## src/rtl/multicycle_ctrl.sv

```systemverilog
// Multi-cycle control unit: walks each instruction through FETCH/DECODE/EXEC/MEM/WB,
// latches the instruction class and ALU code in DECODE, traps on illegal encodings
// and counts retired instructions.
//
// state  | meaning
// -------+---------------------------------------------------------------
// FETCH  | load IR from instruction memory
// DECODE | classify opcode/funct fields, latch class and alu_cc
// EXEC   | ALU operation on latched alu_cc
// MEM    | data memory access, held until mem_ready
// WB     | register file write, PC update, retire
// TRAP   | illegal instruction seen; parked until reset
module multicycle_ctrl #(
  parameter int ALU_CC_W = 4,
  parameter int CNT_W    = 16
) (
  input  logic                clk,
  input  logic                reset,
  input  logic [6:0]          opcode,
  input  logic [6:0]          funct7,
  input  logic [2:0]          funct3,
  input  logic                mem_ready,
  output logic                pc_write,
  output logic                ir_write,
  output logic                reg_write,
  output logic                mem2reg,
  output logic                alu_src,
  output logic                mem_write,
  output logic                mem_read,
  output logic [ALU_CC_W-1:0] alu_cc,
  output logic [2:0]          state,
  output logic                illegal,
  output logic [CNT_W-1:0]    retired
);

  typedef enum logic [2:0] {
    S_FETCH  = 3'd0,
    S_DECODE = 3'd1,
    S_EXEC   = 3'd2,
    S_MEM    = 3'd3,
    S_WB     = 3'd4,
    S_TRAP   = 3'd5
  } state_t;

  typedef enum logic [1:0] {
    CLS_R     = 2'd0,
    CLS_I     = 2'd1,
    CLS_LOAD  = 2'd2,
    CLS_STORE = 2'd3
  } cls_t;

  localparam logic [6:0] OP_R     = 7'b0110011;
  localparam logic [6:0] OP_I     = 7'b0010011;
  localparam logic [6:0] OP_LOAD  = 7'b0000011;
  localparam logic [6:0] OP_STORE = 7'b0100011;
  localparam logic [6:0] F7_ZERO  = 7'b0000000;
  localparam logic [6:0] F7_ALT   = 7'b0100000;

  localparam logic [ALU_CC_W-1:0] CC_AND = ALU_CC_W'(4'b0000);
  localparam logic [ALU_CC_W-1:0] CC_OR  = ALU_CC_W'(4'b0001);
  localparam logic [ALU_CC_W-1:0] CC_ADD = ALU_CC_W'(4'b0010);
  localparam logic [ALU_CC_W-1:0] CC_XOR = ALU_CC_W'(4'b0011);
  localparam logic [ALU_CC_W-1:0] CC_SLL = ALU_CC_W'(4'b0100);
  localparam logic [ALU_CC_W-1:0] CC_SRL = ALU_CC_W'(4'b0101);
  localparam logic [ALU_CC_W-1:0] CC_SUB = ALU_CC_W'(4'b0110);
  localparam logic [ALU_CC_W-1:0] CC_SLT = ALU_CC_W'(4'b0111);
  localparam logic [ALU_CC_W-1:0] CC_SRA = ALU_CC_W'(4'b1000);

  state_t                state_q, state_d;
  cls_t                  cls_q, dec_cls;
  logic [ALU_CC_W-1:0]   cc_q, dec_cc;
  logic                  dec_ok;
  logic                  illegal_q;
  logic [CNT_W-1:0]      retired_q;
  logic                  retire;

  // Instruction decode; only consumed while in DECODE, never drives outputs directly.
  always_comb begin
    dec_cls = CLS_R;
    dec_cc  = CC_ADD;
    dec_ok  = 1'b0;
    case (opcode)
      OP_R: begin
        dec_cls = CLS_R;
        dec_ok  = (funct7 == F7_ZERO) || (funct7 == F7_ALT);
        case (funct3)
          3'b000:  dec_cc = (funct7 == F7_ALT) ? CC_SUB : CC_ADD;
          3'b001:  dec_cc = CC_SLL;
          3'b100:  dec_cc = CC_XOR;
          3'b101:  dec_cc = (funct7 == F7_ALT) ? CC_SRA : CC_SRL;
          3'b110:  dec_cc = CC_OR;
          3'b111:  dec_cc = CC_AND;
          default: dec_ok = 1'b0;
        endcase
      end
      OP_I: begin
        dec_cls = CLS_I;
        dec_ok  = 1'b1;
        case (funct3)
          3'b000:  dec_cc = CC_ADD;
          3'b001:  dec_cc = CC_SLL;
          3'b010:  dec_cc = CC_SLT;
          3'b100:  dec_cc = CC_XOR;
          3'b101:  dec_cc = (funct7 == F7_ALT) ? CC_SRA : CC_SRL;
          3'b110:  dec_cc = CC_OR;
          3'b111:  dec_cc = CC_AND;
          default: dec_ok = 1'b0;
        endcase
      end
      OP_LOAD: begin
        dec_cls = CLS_LOAD;
        dec_ok  = (funct3 == 3'b010);
      end
      OP_STORE: begin
        dec_cls = CLS_STORE;
        dec_ok  = (funct3 == 3'b010);
      end
      default: dec_ok = 1'b0;
    endcase
  end

  // State register plus the fields latched in DECODE, trap flag and retire counter.
  always_ff @(posedge clk or negedge reset) begin
    if (!reset) begin
      state_q   <= S_FETCH;
      cls_q     <= CLS_R;
      cc_q      <= '0;
      illegal_q <= 1'b0;
      retired_q <= '0;
    end else begin
      state_q <= state_d;
      if (state_q == S_DECODE) begin
        cls_q <= dec_cls;
        cc_q  <= dec_cc;
        if (!dec_ok) illegal_q <= 1'b1;
      end
      if (retire) retired_q <= retired_q + 1'b1;
    end
  end

  // Next state and control strobes, decoded from the state register and latched fields.
  always_comb begin
    state_d   = state_q;
    retire    = 1'b0;
    pc_write  = 1'b0;
    ir_write  = 1'b0;
    reg_write = 1'b0;
    mem2reg   = 1'b0;
    alu_src   = 1'b0;
    mem_write = 1'b0;
    mem_read  = 1'b0;
    alu_cc    = '0;
    case (state_q)
      S_FETCH: begin
        ir_write = 1'b1;
        state_d  = S_DECODE;
      end
      S_DECODE: state_d = dec_ok ? S_EXEC : S_TRAP;
      S_EXEC: begin
        alu_cc  = cc_q;
        alu_src = (cls_q != CLS_R);
        state_d = ((cls_q == CLS_LOAD) || (cls_q == CLS_STORE)) ? S_MEM : S_WB;
      end
      S_MEM: begin
        alu_cc    = CC_ADD;
        alu_src   = 1'b1;
        mem_read  = (cls_q == CLS_LOAD);
        mem_write = (cls_q == CLS_STORE);
        if (mem_ready) begin
          if (cls_q == CLS_STORE) begin
            pc_write = 1'b1;
            retire   = 1'b1;
            state_d  = S_FETCH;
          end else begin
            state_d = S_WB;
          end
        end
      end
      S_WB: begin
        alu_cc    = cc_q;
        reg_write = 1'b1;
        pc_write  = 1'b1;
        mem2reg   = (cls_q == CLS_LOAD);
        retire    = 1'b1;
        state_d   = S_FETCH;
      end
      S_TRAP:  state_d = S_TRAP;
      default: state_d = S_FETCH;
    endcase
    // Reset is asynchronous, so strobes must drop the moment it asserts (e.g. mid-MEM).
    if (!reset) begin
      retire    = 1'b0;
      pc_write  = 1'b0;
      ir_write  = 1'b0;
      reg_write = 1'b0;
      mem2reg   = 1'b0;
      alu_src   = 1'b0;
      mem_write = 1'b0;
      mem_read  = 1'b0;
      alu_cc    = '0;
    end
  end

  assign state   = state_q;
  assign illegal = illegal_q;
  assign retired = retired_q;

endmodule

```

## config.mk

```make
export PLATFORM = sky130hd
export DESIGN_NAME = multicycle_ctrl
export DESIGN_NICKNAME = d
export VERILOG_FILES = /design/src/rtl/multicycle_ctrl.sv
export SDC_FILE = /design/constraint.sdc
export NUM_CORES = 1
export LEC_CHECK = 0
export ABC_AREA = 1
export CORE_AREA = 2 2 53 74
export CTS_CLUSTER_SIZE = 24
export DETAILED_ROUTE_END_ITERATION = 8
export DIE_AREA = 0 0 55 76
export PLACE_DENSITY = 0.89
export SLEW_MARGIN = 20
export SYNTH_ARGS = -nofsm -noshare
export SYNTH_HDL_FRONTEND = slang
export SYNTH_SLANG_ARGS = --single-unit
```

## constraint.sdc

```tcl
create_clock -name clk -period 2.95 [get_ports clk]
set_input_delay 0.59 -clock clk [delete_from_list [all_inputs] [get_ports clk]]
set_output_delay 0.59 -clock clk [all_outputs]
set_load 0.02 [all_outputs]
```

==> results.py, run 1 <==
metrics = {
    "place": {
        "pre_cts_slack_ns": 0.183,
        "placed_area_um2": 2290,
        "finalWeightedCongestion": 0.861,
        "port-buffer-count": 50,
        "detailedPlacementHpwl_mm": 3.33,
    },
    "detailed_routing": {
        "drt_iter0_markers": 44,
        "drt-pass1-iter-count": 4,
        "postRouteAntennaNets": 0,
        "via_count": 1817,
        "drt-wirelength-per-cell_um": 11.6,
        "route.detailed.drc": 0,
        "detail_route.wirelength_mm": 4.10,
        "post_drt_via_cell_ratio": 5.15,
    },
    "pwr": {
        "max-vdd-ir-drop_v": 0.000528,
        "fraction_of_power_consumed_by_the_clock_network": 0.135,
        "proportion_of_total_power_due_to_net_switching": 0.433,
        "leakage_power_nw": 1.06,
        "intPower_mw": 0.974,
        "net_switching_power_mw": 0.745,
        "power.sequential.fraction": 0.348,
        "cellPowerDensity_nw_per_um2": 731,
        "share_comb_of_total_power": 0.517,
    },
    "timing": {
        "fin_crit_ns": 2.81,
        "hold_ws_ns": 0.475,
        "achievable-frequency_mhz": 356,
        "hold_violations": 0,
        "worst_pin_slew_ns": 0.425,
        "final_min_period_over_clock_period": 0.953,
        "timing.final.setup_violations": 0,
        "finalMaxSlewViolations": 0,
        "worst_case_setup_margin_in_the_final_layout_ns": 0.138,
        "setup_repair_after_global_routing_missed_its_margin": "false",
        "setup_tns_ns": 0,
        "fin_skew_ns": 0.00573,
        "max-slew-margin-rel": 0.714,
    },
    "worst_setup_path": {
        "critical_path.startpoint_type": "input pin",
        "critPathRequiredTime_ns": 2.36,
        "end_kind": "output port",
        "critical_path_peak_fanout": 7,
        "timing.critical_path.buf_inv": 3,
        "cpMostUsedCell": "clkdlybuf4s50_1",
        "reg2reg_setup_slack_ns": 1.10,
        "worst_path_largest_cell_delay_ns": 0.64,
        "timing_worst_setup_path_type": "input pin to output port",
        "critPathArrivalTime_ns": 2.22,
        "critical_path_s_top_delay_family": "buffers and inverters",
        "worstPathCellList": "clkdlybuf4s50_1 > inv_1 > nor3_1 > clkdlybuf4s50_1",
        "slowest_stage": "clkdlybuf4s50_1",
    },
    "global_route": {
        "global_route_wire_length_before_repair_mm": 6.83,
        "initial_antenna_violation_count": 0,
        "grt.overflow.total": 0,
        "maximum_number_of_pins_on_one_net_before_global_route_repair": 25,
        "first_global_vias": 1801,
        "grtUsageTotal": 0.213,
    },
    "clocking": {
        "clock_tree.htree_level_count": 1,
        "clk_slew_on_worst_s_h_paths_ns": 0.08,
        "clk_latency_ns": 0.28,
        "cts_max_path_buffers": 2,
        "post-cts-setup-buffers": 0,
        "cts-buffers-inserted": 3,
        "clk_root_buffer_cell": "clkbuf_8",
        "hold_buffers": 0,
        "tritoncts": "built",
        "cts.sinks": 26,
        "cts-resized-gates": 0,
    },
    "logic_synthesis": {
        "post_synth_instance_area_um2": 1730,
        "seq_total_area_yosys": 0.377,
        "synth_top_flop_cell": "dfrtp_1",
        "asyncSetResetFlopFracSynth": 1.00,
        "synth_cell_type_count": 27,
        "yosys_warnings": 0,
        "post_synth.cell_area_avg_um2": 6.78,
        "synth_enable_flop_cells": 0,
        "synthesized_nets": 276,
        "post_synth_inst_count": 255,
        "yosys_register_bits": 26,
    },
    "floorplanning": {
        "core_area_um2": 3580,
        "fp-row-count": 26,
        "floorplan.die.height_um": 76,
        "effective_utilization_at_floorplan": 0.483,
        "die-area_um2": 4180,
        "die_span_x_um": 55,
        "pin_count": 51,
    },
    "final_layout": {
        "antennaDiodeCount": 0,
        "design.final.nets": 333,
        "areaGrowthSynthToFinish_pct": 36.0,
        "multiInputGateArea_um2": 877,
        "final-seq-area_um2": 651,
        "utilization": 0.657,
        "final_cell_area_um2": 2350,
        "layout.filler_cells": 322,
        "layout-drive-gt1-share": 0.0579,
    },
    "status": {
        "status": "finished clean",
    },
    "flow_run": {
        "max_cap_viols": 0,
    },
    "hold_path": {
        "timing.hold.worst.class": "flip-flop to flip-flop",
    },
}
## per-stage QoR
stage          cells  total power, mW
6_report         353             1.72
5_1_grt          353             1.84
4_1_cts          353             1.72
3_5_place_dp     349             1.49
3_3_place_gp     349             1.46
2_1_floorplan    255             1.10
## cell families after synthesis
family | Yosys count | synth area share
and+or+nand+nor | 137 | 0.339
buffers and inverters | 50 | 0.116
xor gates and xnor gates | 13 | 0.0702
AOI/OAI and AO/OA | 28 | 0.0912
adders and majority gates | 1 | 0.00724
DFF | 26 | 0.377
## worst register-to-register path, stage by stage, from the launching register on
cell and delay, ns:
dfrtp_1 0.45, inv_2 0.11, nand2_1 0.10, nor2_1 0.20, nand2_1 0.17, o21ai_4 0.11
buf_4 0.30, nand2_2 0.11, o21ai_1 0.13, nand2_1 0.06
## registers in the layout (all words and copies together), names as in the netlist
signal	flops
state	3
illegal	1
retired	16
cc_q	4
cls_q	2
## power groups by stage
stage          combinational, mW  sequential [mW]  clock (mW)
2_1_floorplan              0.397            0.708           0
3_3_place_gp               0.864            0.597           0
3_5_place_dp               0.888            0.603           0
4_1_cts                    0.891            0.596       0.235
5_1_grt                    0.978            0.612       0.248
6_report                   0.889            0.598       0.232
## per-layer routing
| metal | part of all wire | vias to the layer above | GRT usage |
|---|---|---|---|
| li1 | - | 906 | - |
| met1 | 0.38 | 831 | 0.212 |
| met2 | 0.55 | 71 | 0.395 |
| met3 | 0.045 | 9 | 0.0255 |
| met4 | 0.022 | 0 | 0.110 |
| met5 | 0 | - | 0 |
## cells in the mapped netlist (2+ instances only)
| master | number | area share |
|---|---|---|
| a21oi_1 | 5 | 0.014 |
| dfrtp_1 | 26 | 0.38 |
| inv_1 | 45 | 0.098 |
| inv_2 | 2 | 0.0043 |
| nand2_1 | 62 | 0.13 |
| nand3_1 | 20 | 0.058 |
| nand4_1 | 4 | 0.014 |
| nor2_1 | 35 | 0.076 |
| nor2_2 | 2 | 0.0072 |
| nor3_1 | 10 | 0.029 |
| o21ai_0 | 9 | 0.026 |
| o21ai_1 | 10 | 0.029 |
| xnor2_1 | 3 | 0.015 |
| xor2_1 | 9 | 0.046 |
## final cells by class
class,instances,share of cell area
well taps,42,0.0224
multi-input cells,179,0.373
flip-flops and latches,26,0.277
inverters,47,0.0751
clock buffers,4,0.0234
repair buffers,55,0.229
## path summary, 6_finish.rpt
path,from,end,depth (start not counted)
max,reset,mem_read,4
min,illegal,illegal,2
max reg2reg,state[0],retired[9],9
min reg2reg,illegal,illegal,2
max in group asynchronous,reset,retired[9],2
min in group asynchronous,reset,cls_q[0],2
## cell usage in the layout (no fill, tap or decap)
| cell type | n |
|---|---|
| nor3_1 | 10 |
| clkdlybuf4s50_1 | 50 |
| buf_4 | 5 |
| inv_1 | 45 |
| xor2_2 | 1 |
| o22ai_1 | 1 |
| nand2_2 | 1 |
| nor2_2 | 2 |
| dfrtp_1 | 26 |
| a21oi_1 | 5 |
| ha_1 | 1 |
| nor3_2 | 1 |
| nand3_2 | 1 |
| o211ai_1 | 1 |
| o21ai_1 | 10 |
| nand4_1 | 4 |
| o21a_1 | 1 |
| nand2_1 | 62 |
| nor2_1 | 35 |
| xor2_1 | 9 |
| o21ai_0 | 9 |
| xnor2_1 | 3 |
| nand3b_1 | 1 |
| clkbuf_8 | 4 |
| nand3_1 | 20 |
| inv_2 | 2 |
| o21ai_4 | 1 |
Power figures use the tool's default switching activity.
==> inputs of run 2 (changes only) <==
- CAP_MARGIN: not set -> 20
- CORE_AREA: 2 2 53 74 -> 2 2 55 77
- DIE_AREA: 0 0 55 76 -> 0 0 57 79
- PLACE_DENSITY: 0.89 -> 0.83
- clock period: 2.95 -> 2.9 ns (I/O delays scaled with it)
==> results.py, run 2 (same netlist as run 1, synthesis figures left out) <==
metrics = {
    "clocking": {
        "post-cts-setup-buffers": 0,
        "hold_buffers": 0,
        "tritoncts": "built",
        "cts_max_path_buffers": 2,
        "cts.sinks": 26,
        "clk_root_buffer_cell": "clkbuf_8",
        "clock_tree.htree_level_count": 1,
        "clk_slew_on_worst_s_h_paths_ns": 0.09,
        "clk_latency_ns": 0.27,
        "cts-buffers-inserted": 3,
        "cts-resized-gates": 0,
    },
    "timing": {
        "max-slew-margin-rel": 0.487,
        "final_min_period_over_clock_period": 0.958,
        "hold_ws_ns": 0.493,
        "setup_tns_ns": 0,
        "setup_repair_after_global_routing_missed_its_margin": "false",
        "hold_violations": 0,
        "finalMaxSlewViolations": 0,
        "achievable-frequency_mhz": 360,
        "fin_crit_ns": 2.78,
        "fin_skew_ns": 0.00590,
        "timing.final.setup_violations": 0,
        "worst_pin_slew_ns": 0.766,
    },
    "floorplanning": {
        "core_area_um2": 3850,
        "pin_count": 51,
        "die-area_um2": 4500,
        "fp-row-count": 27,
        "effective_utilization_at_floorplan": 0.449,
        "die_span_x_um": 57,
        "floorplan.die.height_um": 79,
    },
    "place": {
        "detailedPlacementHpwl_mm": 3.30,
        "finalWeightedCongestion": 0.818,
        "port-buffer-count": 50,
    },
    "worst_setup_path": {
        "rr_worst_depth": 9,
        "worst_path_largest_cell_delay_ns": 0.63,
        "reg2reg_setup_slack_ns": 1.10,
        "worst_setup_path_startpoint": "reset",
        "cpMostUsedCell": "clkdlybuf4s50_1",
        "slowest_stage": "clkdlybuf4s50_1",
        "critPathArrivalTime_ns": 2.20,
        "end_kind": "output port",
        "worstReg2RegStart": "state[0]",
        "timing_worst_setup_path_type": "input pin to output port",
        "worstPathCellList": "clkdlybuf4s50_1 > inv_1 > nor3_1 > clkdlybuf4s50_1",
        "cp-endpoint": "mem_read",
        "reg2reg_to": "retired[9]",
        "critPathRequiredTime_ns": 2.32,
        "critical_path_peak_fanout": 6,
        "critical_path.startpoint_type": "input pin",
    },
    "final_layout": {
        "areaGrowthSynthToFinish_pct": 35.2,
        "largest_reg_flops": 16,
        "multiInputGateArea_um2": 877,
        "design.final.nets": 331,
        "utilization": 0.607,
        "layout.cells.most_common_list": "62 x nand2_1, 50 x clkdlybuf4s50_1, 45 x inv_1",
        "layout-drive-gt1-share": 0.0518,
        "final-seq-area_um2": 651,
        "antennaDiodeCount": 0,
        "layout_commonest_cell": "nand2_1",
        "layout.filler_cells": 382,
    },
    "status": {
        "status": "finished clean",
    },
    "hold_path": {
        "min_path_cells": 2,
        "timing.hold.worst.class": "flip-flop to flip-flop",
    },
    "detailed_routing": {
        "drt_iter0_markers": 48,
        "via_count": 1761,
        "postRouteAntennaNets": 0,
        "drt-pass1-iter-count": 4,
        "route.detailed.drc": 0,
        "drt-wirelength-per-cell_um": 11.6,
        "detail_route.wirelength_mm": 4.08,
        "post_drt_via_cell_ratio": 5.00,
    },
    "global_route": {
        "grt_util_met1": 0.198,
        "grt.overflow.total": 0,
        "grt_most_used_layer": "met2",
        "first_global_vias": 1668,
        "use_met3": 0.0228,
        "maximum_number_of_pins_on_one_net_before_global_route_repair": 25,
        "initial_antenna_violation_count": 0,
        "grtUsageTotal": 0.190,
        "gr-usage-met2": 0.383,
        "global_route_wire_length_before_repair_mm": 6.87,
    },
    "flow_run": {
        "max_cap_viols": 0,
    },
    "pwr": {
        "total_power_mw": 1.72,
        "leakage_power_nw": 1.05,
        "max-vdd-ir-drop_v": 0.000514,
        "cellPowerDensity_nw_per_um2": 738,
    },
}
==> run 2: cell count changes in the layout (fill, tap and decap cells not counted), sizes merged <==
| cell | change |
|---|---|
| buf | -2 |
==> run 2: metrics by stage <==
stage / std cells / setup WS, ns / cell area, µm²
after CTS: 352 / 0.123 / 2340
after floorplan: 255 / 1.00 / 1730
final: 352 / 0.122 / 2340
after detailed placement: 348 / 0.128 / 2280
after global routing: 352 / 0.0765 / 2340
after global placement: 348 / 0.165 / 2280
==> run 2: worst min path at each step <==
stage | startpoint | slack, ns | end
global route | cc_q[1] | 0.52 | cc_q[1]
finish | cc_q[2] | 0.49 | cc_q[2]
CTS | cc_q[2] | 0.50 | cc_q[2]
floorplan | reset | 0.28 | cc_q[0]
detailed placement | cc_q[2] | 0.48 | cc_q[2]
global placement | illegal | 0.45 | illegal
==> run 2: area by class of cell <==
class                      instances  share of cell area
inverter                          47              0.0755
tap                               43              0.0230
clock buffer                       4              0.0236
multi-input combinational        179               0.375
sequential                        26               0.279
timing repair buffer              53               0.224
==> run 2: per-layer routing <==
| metal | part of all wire | vias up |
|---|---|---|
| met4 | 0.0059 | 0 |
| li1 | - | 899 |
| met3 | 0.041 | 2 |
| met5 | 0 | - |
| met2 | 0.54 | 47 |
| met1 | 0.41 | 813 |
==> run 2: power breakdown <==
part           leakage [nW]  switching, mW  internal [mW]
sequential            0.325          0.129          0.479
clock                0.0288          0.116          0.121
combinational         0.696          0.500          0.379
total                  1.05          0.744          0.979
==> run 2: critical path, delay by kind of cell <==
kind                   cells  cell delay, ns
and+or+nand+nor            1            0.21
buffers and inverters      3            1.41
==> inputs of run 3 (changes only) <==
- CTS_CLUSTER_SIZE: 24 -> not set
- GPL_TIMING_DRIVEN: not set -> 0
==> results.py, run 3 (same netlist as run 1, synthesis figures left out) <==
metrics = {
    "clocking": {
        "cts-buffers-inserted": 3,
        "clk_root_buffer_cell": "clkbuf_8",
        "cts-resized-gates": 1,
        "clock_tree.htree_level_count": 1,
        "cts.sinks": 26,
        "clk_slew_on_worst_s_h_paths_ns": 0.09,
        "cts_max_path_buffers": 2,
        "hold_buffers": 0,
        "post-cts-setup-buffers": 0,
        "tritoncts": "built",
        "clk_latency_ns": 0.27,
    },
    "detailed_routing": {
        "via_count": 1803,
        "post_drt_via_cell_ratio": 5.14,
        "detail_route.wirelength_mm": 4.13,
        "route.detailed.drc": 0,
        "drt_iter0_markers": 52,
        "drt-wirelength-per-cell_um": 11.8,
        "drt-pass1-iter-count": 4,
        "postRouteAntennaNets": 0,
    },
    "timing": {
        "hold_violations": 0,
        "setup_tns_ns": 0,
        "fin_crit_ns": 2.72,
        "fin_skew_ns": 0.00272,
        "worst_pin_slew_ns": 0.471,
        "timing.final.setup_violations": 0,
        "setup_repair_after_global_routing_missed_its_margin": "false",
        "max-slew-margin-rel": 0.684,
        "final_min_period_over_clock_period": 0.937,
        "finalMaxSlewViolations": 0,
        "achievable-frequency_mhz": 368,
    },
    "global_route": {
        "global_route_wire_length_before_repair_mm": 7.04,
        "grtUsageTotal": 0.196,
        "first_global_vias": 1755,
        "grt.overflow.total": 0,
        "initial_antenna_violation_count": 0,
        "maximum_number_of_pins_on_one_net_before_global_route_repair": 31,
    },
    "worst_setup_path": {
        "worst_path_largest_cell_delay_ns": 0.62,
        "timing.critical_path.buf_inv": 2,
        "end_kind": "output port",
        "reg2reg_setup_slack_ns": 1.30,
        "critPathArrivalTime_ns": 2.14,
        "slowest_stage": "clkdlybuf4s50_1",
        "critical_path_peak_fanout": 7,
        "rr_worst_depth": 7,
        "timing_worst_setup_path_type": "flip-flop to output port",
        "critical_path.startpoint_type": "flip-flop",
        "reg2reg_to": "retired[14]",
        "worstReg2RegStart": "state[0]",
        "critical_path_s_top_delay_family": "buffers and inverters",
        "critPathRequiredTime_ns": 2.32,
        "worstPathCellList": "nor2_2 > nand2_1 > inv_1 > o21ai_0 > nor2_1 > clkdlybuf4s50_1",
    },
    "place": {
        "placedCellCount": 348,
        "port-buffer-count": 50,
        "detailedPlacementHpwl_mm": 3.23,
        "finalWeightedCongestion": 0.822,
    },
    "final_layout": {
        "antennaDiodeCount": 0,
        "largest_reg_flops": 16,
        "design.final.nets": 331,
        "utilization": 0.603,
        "multiInputGateArea_um2": 877,
        "final-seq-area_um2": 651,
        "layout_commonest_cell": "nand2_1",
        "layout.cells.most_common_list": "62 x nand2_1, 48 x clkdlybuf4s50_1, 45 x inv_1",
        "layout.filler_cells": 369,
        "areaGrowthSynthToFinish_pct": 34.5,
        "layout-drive-gt1-share": 0.0519,
        "layoutNonFillerInstCount": 351,
    },
    "floorplanning": {
        "die-area_um2": 4500,
        "floorplan.die.height_um": 79,
        "fp-row-count": 27,
        "pin_count": 51,
        "effective_utilization_at_floorplan": 0.449,
        "core_area_um2": 3850,
        "die_span_x_um": 57,
    },
    "pwr": {
        "cellPowerDensity_nw_per_um2": 737,
        "total_power_mw": 1.71,
        "leakage_power_nw": 1.06,
        "max-vdd-ir-drop_v": 0.000513,
    },
    "hold_path": {
        "timing.hold.worst.class": "input pin to async pin",
    },
    "flow_run": {
        "max_cap_viols": 0,
    },
    "status": {
        "status": "finished clean",
    },
}
==> run 3: cell count changes in the layout (fill, tap and decap cells not counted) <==
cell / previous run / this run
buf_6: 0 / 1
clkdlybuf4s50_1: 50 / 48
clkbuf_8: 4 / 3
buf_4: 3 / 2
buf_2: 0 / 1
dlymetal6s2s_1: 0 / 1
==> run 3: final cells by class <==
cell class	instances	area share
multi-input cells	179	0.377
repair buffers	50	0.215
plain buffers	3	0.0102
clock buffers	3	0.0178
flip-flops and latches	26	0.280
well taps	43	0.0232
inverters	47	0.0759
==> run 3: metal layers <==
layer  global-route usage  part of all wire
met2                0.377              0.53
met5                    0                 0
met3               0.0342             0.053
met4               0.0907             0.017
met1                0.200              0.40
==> run 3: where the power goes <==
group | internal [mW] | total [mW] | switching (mW)
Combinational | 0.389 | 0.902 | 0.513
Clock | 0.0932 | 0.204 | 0.111
Sequential | 0.479 | 0.605 | 0.126
==> run 3: worst max-delay path by stage <==
stage	start	endpoint	slack [ns]	cells past startpoint
6_report	state[2]	alu_cc[2]	0.18	6
5_1_grt	state[2]	alu_cc[2]	0.04	6
4_1_cts	state[0]	pc_write	0.003	7
3_5_place_dp	reset	pc_write	-0.18	5
3_3_place_gp	reset	pc_write	-1.11	5
2_1_floorplan	state[2]	alu_src	1.00	5
==> run 3: stage by stage <==
step	setup slack [ns]	hold WS [ns]	cell area, µm²
final	0.183	0.218	2320
after global placement	-1.11	0.450	2280
after global routing	0.0430	0.237	2320
after floorplan	1.00	0.284	1730
after detailed placement	-0.178	0.454	2280
after CTS	0.00280	0.234	2320
==> run 3: worst reg2reg max path: stages (launching register included) <==
cell and delay [ns]:
dfrtp_1 0.45, inv_2 0.10, nand2_1 0.09, nor2_1 0.20, nand2_1 0.17, o21ai_4 0.16, buf_4 0.24, o21ai_1 0.08
